## src/rtl/fb_scheduler_pkg.sv

```systemverilog
// Shared frame-buffer definitions: index type and the free-buffer picker that
// both the scheduler and any future buffer consumers can reuse.
package fsref_fb_pkg;

    localparam int C_FB_IDX_BITS = 2;

    typedef logic [C_FB_IDX_BITS-1:0] fb_idx_t;

    // Lowest buffer index below n that is neither a nor b.
    function automatic fb_idx_t fb_lowest_free(input int n, input fb_idx_t a, input fb_idx_t b);
        fb_idx_t res;
        res = '0;
        for (int i = 3; i >= 0; i--) begin
            if (i < n && fb_idx_t'(i) != a && fb_idx_t'(i) != b) begin
                res = fb_idx_t'(i);
            end
        end
        return res;
    endfunction

endpackage

```

## src/rtl/fb_scheduler_if.sv

```systemverilog
// Bundle between the frame-buffer scheduler and its writer/reader/config side.
// The master side pulses the sofs and supplies the static buffer layout.
interface fb_scheduler_if #(
    parameter int AW = 32,
    parameter int CW = 16
);
    import fsref_fb_pkg::*;

    logic          soft_reset;
    logic [AW-1:0] buf_base;
    logic [AW-1:0] buf_stride;
    logic          w_sof;
    fb_idx_t       w_idx;
    logic [AW-1:0] w_addr;
    logic          r_sof;
    fb_idx_t       r_idx;
    logic [AW-1:0] r_addr;
    logic          frame_avail;
    logic [CW-1:0] drop_cnt;
    logic [CW-1:0] repeat_cnt;

    modport master (
        output soft_reset, buf_base, buf_stride, w_sof, r_sof,
        input  w_idx, w_addr, r_idx, r_addr, frame_avail, drop_cnt, repeat_cnt
    );

    modport slave (
        input  soft_reset, buf_base, buf_stride, w_sof, r_sof,
        output w_idx, w_addr, r_idx, r_addr, frame_avail, drop_cnt, repeat_cnt
    );

endinterface

```

## src/rtl/fb_scheduler.sv

```systemverilog
// Frame-buffer scheduler: the writer never lands on the buffer being read, the
// reader always jumps to the newest completed frame, drops/repeats are counted.
module fb_scheduler
    import fsref_fb_pkg::*;
#(
    parameter int C_BUF_NUM          = 3,
    parameter int C_M_AXI_ADDR_WIDTH = 32,
    parameter int C_CNT_WIDTH        = 16
) (
    input  logic          aclk,
    input  logic          reset,
    fb_scheduler_if.slave bus
);

    localparam int AW = C_M_AXI_ADDR_WIDTH;
    localparam int CW = C_CNT_WIDTH;

    fb_idx_t       w_idx_q, r_idx_q, last_q;
    logic          w_active_q, fresh_q, avail_q;
    logic [CW-1:0] drop_q, repeat_q;
    logic [AW-1:0] w_addr_q, r_addr_q;

    logic          complete, fresh_mid, take, drop_inc, repeat_inc, fresh_next;
    fb_idx_t       last_mid, r_next, w_next;

    // idx * stride as a shift-add; idx is at most 3.
    function automatic logic [AW-1:0] idx_offset(input fb_idx_t idx, input logic [AW-1:0] stride);
        logic [AW-1:0] acc;
        acc = '0;
        if (idx[0]) acc = acc + stride;
        if (idx[1]) acc = acc + (stride << 1);
        return acc;
    endfunction

    // Completion is resolved before the reader looks, so a same-cycle r_sof
    // picks up the frame that just finished instead of counting a drop.
    always_comb begin
        // NOTE: every signal gets a value before any condition, so no latch can be inferred.
        complete   = 1'b0;
        fresh_mid  = fresh_q;
        last_mid   = last_q;
        take       = 1'b0;
        r_next     = r_idx_q;
        w_next     = w_idx_q;
        fresh_next = fresh_q;
        drop_inc   = 1'b0;
        repeat_inc = 1'b0;

        complete  = bus.w_sof && w_active_q;
        if (complete) begin
            fresh_mid = 1'b1;
            last_mid  = w_idx_q;
        end
        drop_inc = complete && fresh_q && !bus.r_sof;

        take       = bus.r_sof && fresh_mid;
        repeat_inc = bus.r_sof && !fresh_mid;
        if (take) begin
            r_next = last_mid;
        end
        fresh_next = fresh_mid && !bus.r_sof;

        if (complete) begin
            w_next = fb_lowest_free(C_BUF_NUM, r_next, last_mid);
        end
    end

    always_ff @(posedge aclk) begin
        // NOTE: sequential state uses non-blocking assignments so every register samples pre-edge values.
        if (reset || bus.soft_reset) begin
            w_idx_q    <= fb_idx_t'(0);
            r_idx_q    <= fb_idx_t'(1);
            last_q     <= fb_idx_t'(0);
            w_active_q <= 1'b0;
            fresh_q    <= 1'b0;
            avail_q    <= 1'b0;
        end else begin
            if (bus.w_sof) w_active_q <= 1'b1;
            if (complete)  avail_q    <= 1'b1;
            w_idx_q <= w_next;
            r_idx_q <= r_next;
            last_q  <= last_mid;
            fresh_q <= fresh_next;
        end
    end

    // Statistics survive soft_reset; both saturate at all-ones.
    always_ff @(posedge aclk) begin
        if (reset) begin
            drop_q   <= '0;
            repeat_q <= '0;
        end else if (!bus.soft_reset) begin
            if (drop_inc && drop_q != '1)     drop_q   <= drop_q + CW'(1);
            if (repeat_inc && repeat_q != '1) repeat_q <= repeat_q + CW'(1);
        end
    end

    always_ff @(posedge aclk) begin
        if (reset) begin
            w_addr_q <= bus.buf_base;
            r_addr_q <= bus.buf_base + bus.buf_stride;
        end else begin
            w_addr_q <= bus.buf_base + idx_offset(w_idx_q, bus.buf_stride);
            r_addr_q <= bus.buf_base + idx_offset(r_idx_q, bus.buf_stride);
        end
    end

    assign bus.w_idx       = w_idx_q;
    assign bus.r_idx       = r_idx_q;
    assign bus.w_addr      = w_addr_q;
    assign bus.r_addr      = r_addr_q;
    assign bus.frame_avail = avail_q;
    assign bus.drop_cnt    = drop_q;
    assign bus.repeat_cnt  = repeat_q;

    a_no_collide: assert property (@(posedge aclk) disable iff (reset)
        (fresh_q || avail_q) |-> (w_idx_q != r_idx_q && w_idx_q != last_q));

endmodule
```

## src/flat_wrapper.sv

```systemverilog
// flat-port wrapper written by rule: the top's interface ports become plain ports
module fb_scheduler_flat import fsref_fb_pkg::*;
#(
    parameter int C_BUF_NUM          = 3,
    parameter int C_M_AXI_ADDR_WIDTH = 32,
    parameter int C_CNT_WIDTH        = 16
)
  (aclk, reset, bus_soft_reset, bus_buf_base, bus_buf_stride, bus_w_sof, bus_r_sof, bus_w_idx, bus_w_addr, bus_r_idx, bus_r_addr, bus_frame_avail, bus_drop_cnt, bus_repeat_cnt);
  fb_scheduler_if bus_i ();
  input  logic aclk;
  input  logic reset;
  input wire logic [$bits(bus_i.soft_reset)-1:0] bus_soft_reset;
  input wire logic [$bits(bus_i.buf_base)-1:0] bus_buf_base;
  input wire logic [$bits(bus_i.buf_stride)-1:0] bus_buf_stride;
  input wire logic [$bits(bus_i.w_sof)-1:0] bus_w_sof;
  input wire logic [$bits(bus_i.r_sof)-1:0] bus_r_sof;
  output wire logic [$bits(bus_i.w_idx)-1:0] bus_w_idx;
  output wire logic [$bits(bus_i.w_addr)-1:0] bus_w_addr;
  output wire logic [$bits(bus_i.r_idx)-1:0] bus_r_idx;
  output wire logic [$bits(bus_i.r_addr)-1:0] bus_r_addr;
  output wire logic [$bits(bus_i.frame_avail)-1:0] bus_frame_avail;
  output wire logic [$bits(bus_i.drop_cnt)-1:0] bus_drop_cnt;
  output wire logic [$bits(bus_i.repeat_cnt)-1:0] bus_repeat_cnt;
  assign bus_i.soft_reset = bus_soft_reset;
  assign bus_i.buf_base = bus_buf_base;
  assign bus_i.buf_stride = bus_buf_stride;
  assign bus_i.w_sof = bus_w_sof;
  assign bus_i.r_sof = bus_r_sof;
  assign bus_w_idx = bus_i.w_idx;
  assign bus_w_addr = bus_i.w_addr;
  assign bus_r_idx = bus_i.r_idx;
  assign bus_r_addr = bus_i.r_addr;
  assign bus_frame_avail = bus_i.frame_avail;
  assign bus_drop_cnt = bus_i.drop_cnt;
  assign bus_repeat_cnt = bus_i.repeat_cnt;
  fb_scheduler #(.C_BUF_NUM(C_BUF_NUM), .C_M_AXI_ADDR_WIDTH(C_M_AXI_ADDR_WIDTH), .C_CNT_WIDTH(C_CNT_WIDTH)) u_core (.aclk(aclk), .reset(reset), .bus(bus_i));
endmodule
```

## config.mk

```make
export PLATFORM = sky130hd
export DESIGN_NAME = fb_scheduler_flat
export DESIGN_NICKNAME = d
export VERILOG_FILES = /design/src/rtl/fb_scheduler_pkg.sv /design/src/rtl/fb_scheduler_if.sv /design/src/rtl/fb_scheduler.sv /design/src/flat_wrapper.sv
export SDC_FILE = /design/constraint.sdc
export NUM_CORES = 1
export LEC_CHECK = 0
export BUFFER_PORTS_ARGS = -buffer_cell sky130_fd_sc_hd__buf_2
export CORE_ASPECT_RATIO = 0.5
export CORE_MARGIN = 2
export CORE_UTILIZATION = 40
export DETAILED_ROUTE_END_ITERATION = 16
export SLEW_MARGIN = 20
export SYNTH_ARGS = -nofsm -noshare
export SYNTH_HDL_FRONTEND = slang
export SYNTH_SLANG_ARGS = --single-unit
```

## constraint.sdc

```tcl
create_clock -name aclk -period 6.4 [get_ports aclk]
set_input_delay 0 -clock aclk [delete_from_list [all_inputs] [get_ports aclk]]
set_output_delay 0 -clock aclk [all_outputs]
set_load 0.03 [all_outputs]
```

# Word-level counts from Yosys, hierarchy flattened

Index checks and enable logic that the tools add are counted.

Register bits: 105
Input port bits: 69
Output and inout port bits: 101
Word-level logic and storage cells: 58

$add $sub $neg: 7
Eq/ne operators: 6
Muxes and demuxes: 16
Bitwise logic cells: 1
Reduce and logical (&&, ||, !) cells: 18

Operators with widths:

| cell                                                             | number |
|---|---|
| 32-bit two-way mux                                               | 10 |
| 32-bit adder                                                     | 5 |
| 16-bit by 1-bit adder with 16-bit output (second input constant) | 2 |
| 16-bit != test (second input constant)                           | 2 |
| 1-bit logical AND                                                | 11 |
| 2-bit two-way mux                                                | 5 |
| 1-bit by 2-bit != test with 1-bit output (first input constant)  | 2 |
| 2-bit != test (first input constant)                             | 2 |
| 2-bit AND reduction                                              | 2 |
| 2-bit nonzero test                                               | 2 |
| 1-bit zero test                                                  | 2 |
| 1-bit logical OR                                                 | 1 |
| 1-bit two-way mux                                                | 1 |
| 1-bit NOT                                                        | 1 |

# Longest topological paths before layout

Depth in word-level cells: 9
Mapped depth: 33
Mapped depth without buffers: 26

# Worst setup path before layout

No wires, ideal clock.

Path type: register to register
From: reg u_core.r_idx_q[0] (netlist: u_core.bus.r_idx[0])
To: reg u_core.r_addr_q[31] (netlist: u_core.bus.r_addr[31])
Library setup time: 74 ps
Arrival time: 6570 ps
Required time: 6326 ps
Slack: -244 ps
Cell stages (with the launch flop): 33
Path buffers: 8
Clock period less this slack: 6644 ps
Cell sequence: dfxtp_1 clkbuf_1 clkbuf_1 buf_2 clkbuf_1 buf_2 buf_2 buf_2 clkbuf_1 and2_1 ha_1 a21o_1 nor2b_1 a31o_2 o211ai_1 nor2_1 a32o_1 xnor2_1 nand2_1 a21oi_1 o22ai_1 ha_1 a21oi_1 o21a_1 a2bb2oi_1 o41ai_1 a41oi_1 o31ai_1 or3_1 a31oi_1 xnor2_1 a21oi_1 a31oi_1

Longest elaborated chain between the ends: 7

Ends and longest elaborated chain:

| what                     | RTL line            | source |
|---|---|---|
| start: declaration       | fb_scheduler.sv:18  | `fb_idx_t w_idx_q, r_idx_q, last_q;` |
| start signal: assignment | fb_scheduler.sv:72  | `r_idx_q <= fb_idx_t'(1);` |
| start signal: assignment | fb_scheduler.sv:81  | `r_idx_q <= r_next;` |
| 32-bit two-way mux (*)   | fb_scheduler.sv:30  | `if (idx[0]) acc = acc + stride;` |
| 32-bit two-way mux (*)   | fb_scheduler.sv:99  | `if (reset) begin` |
| 32-bit adder             | fb_scheduler.sv:31  | `if (idx[1]) acc = acc + (stride << 1);` |
| 32-bit two-way mux (*)   | fb_scheduler.sv:31  |  |
| 32-bit two-way mux (*)   | fb_scheduler.sv:99  |  |
| 32-bit adder (*)         | fb_scheduler.sv:104 | `r_addr_q <= bus.buf_base + idx_offset(r_idx_q, bus.buf_stride);` |
| 32-bit two-way mux (*)   | fb_scheduler.sv:99  |  |
| end signal: assignment   | fb_scheduler.sv:101 | `r_addr_q <= bus.buf_base + bus.buf_stride;` |
| end signal: assignment   | fb_scheduler.sv:104 |  |
| end: declaration         | fb_scheduler.sv:21  | `logic [AW-1:0] w_addr_q, r_addr_q;` |

Mark *: on every way between the ends. The rest lies on a longest branch, timed or not. The select of a mux whose other input is x is not followed.
A chain may end at the register's enable or synchronous reset.

# Worst setup path in the final report

Same ends and word-level chain as after synthesis.

==> summary.txt <==
Power
  – Psw: 0.836 mW
  – Comb power frac: 0.370
  – Internal: 1.29 mW
  – Clock network power share: 0.280
  – PD cells: 164 nW/µm²
  – Switch share: 0.394
  – LEAKAGE: 5.74 nW
  – Sequential share of power: 0.350
  – Worst VDD drop: 0.134 mV

Final layout
  – Commonest cells after routing, fill and taps aside: 189 x nand2_1, 168 x buf_2, 132 x a21oi_1
  – Syn-to-layout area delta: 15.3%
  – Fin nets: 1843
  – Layout cells sized above 1: 0.144
  – Fillers: 2869
  – Post-Layout Cell Count: 2053
  – Leading cell type in the layout, fill and taps excluded: nand2_1

Yosys
  – Cell Area, Synth: 11200 µm²
  – Synth Area per Inst: 7.37 µm²
  – Top_reg_cell synth: dfxtp_1
  – Synth cell types: 90
  – Yosys warns: 0
  – Sequential cell area fraction in the yosys report: 0.187
  – Post-synth EDFFs: 0
  – Cells after Synth: 1522
  – Synth Register Bits: 105
  – Share of synthesized registers carrying an async set or reset: 0
  – Syn_nets: 1700

Floorplanning
  – Die footprint: 29500 µm²
  – # rows: 43
  – Die height: 122 µm
  – Die X: 241 µm
  – Initial core utilization: 0.405
  – Num ports: 170
  – CORE AREA: 27700 µm²

Drt
  – Via count: 11277
  – Iter 0 DRT Violations: 818
  – Remaining DRCs: 0
  – WL per Instance: 16.0 µm
  – Antenna Violating Nets Remaining: 0
  – Drt total wl: 32900 µm
  – Avg Vias per Cell: 5.49
  – Drt pass-1 iters: 5

Run
  – Number of max-cap violations: 0

Critical path
  – CP max stage cell: o41ai_1
  – Worst Path Arrival: 5.87 ns
  – Most used cell, CP: a21oi_1
  – Setup CP Type: reg2reg
  – Worst Path Buf+Inv: 0
  – Cell family with most CP delay: compound AO/OA/AOI/OAI gates
  – Crit path max fanout: 10
  – Crit-path cells: and2_1 -> ha_1 -> fa_1 -> a21oi_1 -> o21ai_0 -> a21oi_1 -> a21oi_1 -> o2111ai_1 -> o41ai_1 -> a22oi_1 -> xnor2_1 -> a32oi_1 -> o21ai_0 -> ha_1 -> nand3_1 -> o41ai_1 -> a41oi_1 -> o31ai_1 -> or3_1 -> a31oi_1 -> xnor2_1 -> a21oi_1 -> a31oi_1
  – CP max stage delay: 0.54 ns
  – WP data required: 6.72 ns
  – Setup crit end kind: flip-flop
  – Critical Path Source Type: flip-flop

STA
  – Setup TNS: 0 ns
  – Max-slew headroom: 0.290
  – Fin. Hold Viols: 0
  – Fmax: 0.180 GHz
  – Fin crit share: 0.867
  – RSZ-0062 raised after global routing: false
  – Final setup vio count: 0
  – Final Critical Period: 5.55 ns
  – Slew Viols, Final: 0
  – Worst slew pin tran: 1.06 ns
  – Hold_ws: 0.0788 ns
  – Clock skew: 0.0268 ns

Global routing
  – Overall routing resource usage: 0.220
  – Wire length of the first global-routing pass: 51700 µm
  – Total global routing overflow: 0
  – Pin count of the biggest net entering global routing: 85
  – Vias in the first global route: 10028
  – Initial antenna violation count: 2

Clocking
  – Worst-Skew Late Latency: 0.40 ns
  – Hold-fix buffers, CTS: 36
  – TritonCTS clock tree: built
  – Cts bufs inserted: 9
  – Sink Count: 105
  – H-tree Lvls: 3
  – Post_cts resized: 0
  – Worst-path clk slew: 0.10 ns
  – Postcts setup bufs: 0
  – CTS Buffer Depth: 2
  – Clock Root Buffer: clkbuf_16

Status
  – Outcome: finished, final reports clean

Place
  – # port buffers: 169
  – DP Cell Count: 2000
  – Detailed placer's ending HPWL: 25000 µm
  – Placer congestion estimate: 0.906

Worst hold path
  – Worst hold path type: in2reg
==> cell families (layout without fill, tap and decap cells) <==
family,Yosys count,count (layout),synth area share
other,0,1,0
adders and majority gates,111,111,0.126
DFF,105,105,0.187
xor gates and xnor gates,127,127,0.100
muxes,25,25,0.0240
buffers and inverters,124,272,0.0449
AOI/OAI and AO/OA,491,491,0.285
and+or+nand+nor,539,539,0.232
==> Yosys cell counts (4+ instances only) <==
library cell  instances  area share
nand2_1             189       0.063
mux2i_1              10      0.0089
nor2b_1              19       0.011
o21ai_0             125       0.056
inv_1                43       0.014
clkbuf_1             50       0.017
o31ai_1              11      0.0074
nand3_1              33       0.015
o22ai_1              14      0.0078
o211ai_1             15       0.010
o21ai_1               5      0.0022
or2_2                 6      0.0033
a221oi_1              5      0.0039
nor3b_1               7      0.0047
mux2_2               15       0.015
fa_1                  4      0.0071
ha_1                105        0.12
nor2_1              118       0.039
and3_1               17      0.0095
buf_2                18      0.0080
nor3_1               19      0.0085
nand4_1              17      0.0095
a22oi_1               4      0.0027
or3_1                25       0.014
a32oi_1               4      0.0031
xnor2_1              72       0.056
a21o_1               49       0.033
o21a_1                7      0.0047
a211oi_1             19       0.013
a22o_1                9      0.0070
o32ai_1               5      0.0039
nand3b_1              5      0.0033
a32o_1                5      0.0045
nand2b_1             23       0.013
o21bai_1             13      0.0087
a31oi_1              15      0.0084
a21oi_1             132       0.059
o41ai_1               7      0.0055
and2_1               40       0.022
dfxtp_1             105        0.19
nor4_1                4      0.0022
or3b_1                4      0.0031
xor2_1               54       0.042
buf_1                 9      0.0030
==> flip-flops by register name (all words and copies together) (netlist names) <==
| signal | flops |
|---|---|
| u_core.bus.frame_avail | 1 |
| u_core.bus.r_idx | 2 |
| u_core.bus.w_idx | 2 |
| u_core.last_q | 2 |
| u_core.bus.repeat_cnt | 16 |
| u_core.bus.w_addr | 32 |
| u_core.w_active_q | 1 |
| u_core.bus.r_addr | 32 |
| u_core.bus.drop_cnt | 16 |
| u_core.fresh_q | 1 |
==> power by group through the flow <==
stage	Sequential [mW]	Combinational (mW)	Clock (mW)
after global routing	0.749	0.858	0.636
after global placement	0.760	0.765	0
after CTS	0.744	0.785	0.613
after detailed placement	0.759	0.763	0
final	0.743	0.786	0.594
after floorplan	0.896	0.419	0
==> worst register-to-register path, cell delays in order (launching register included) <==
cell and delay, ns:
dfxtp_2 0.38, and2_1 0.17, ha_1 0.21, fa_1 0.47, a21oi_1 0.27, o21ai_0 0.14, a21oi_1 0.25, a21oi_1 0.10
o2111ai_1 0.17, o41ai_1 0.16, a22oi_1 0.25, xnor2_1 0.12, a32oi_1 0.21, o21ai_0 0.13, ha_1 0.34, nand3_1 0.14
o41ai_1 0.54, a41oi_1 0.33, o31ai_1 0.41, or3_1 0.16, a31oi_1 0.09, xnor2_1 0.21, a21oi_1 0.06, a31oi_1 0.17
==> through the flow <==
step                      utilization  setup WS (ns)  instance area [µm²]  power (mW)
after floorplan                     -         0.0599                11200        1.32
after global placement          0.443           1.07                12300        1.53
after detailed placement        0.443          0.968                12300        1.52
after CTS                       0.467          0.899                12900        2.14
after global routing            0.467          0.393                12900        2.24
final                           0.467          0.849                12900        2.12
==> path summary, 6_finish.rpt <==
check	start	to	slack (ns)	depth (start not counted)
setup / recovery	u_core.bus.r_idx[0]	u_core.bus.r_addr[31]	0.85	23
hold / removal	bus_buf_stride[30]	u_core.bus.r_addr[31]	0.08	3
hold reg to reg	u_core.bus.frame_avail	u_core.bus.frame_avail	0.48	2
setup reg to reg	u_core.bus.r_idx[0]	u_core.bus.r_addr[31]	0.85	23
==> layer usage <==
metal / track usage / wire length (µm) / vias to the layer above
li1: - / - / 5781
met1: 0.283 / 15000 / 5213
met2: 0.379 / 15800 / 247
met3: 0.0380 / 1440 / 36
met4: 0.0648 / 654 / 0
met5: 0 / 0 / -
==> area by class of cell <==
type	count	area (µm²)	share of cell area
Clock buffer	9	225	0.0174
Antenna cell	1	2.50	0.000194
Timing Repair Buffer	211	1250	0.0970
Inverter	45	169	0.0131
Tap cell	382	478	0.0370
Multi-Input combinational cell	1293	8610	0.666
Sequential cell	105	2110	0.163
Clock inverter	7	82.6	0.00639
(Power assumes the default switching activity.)
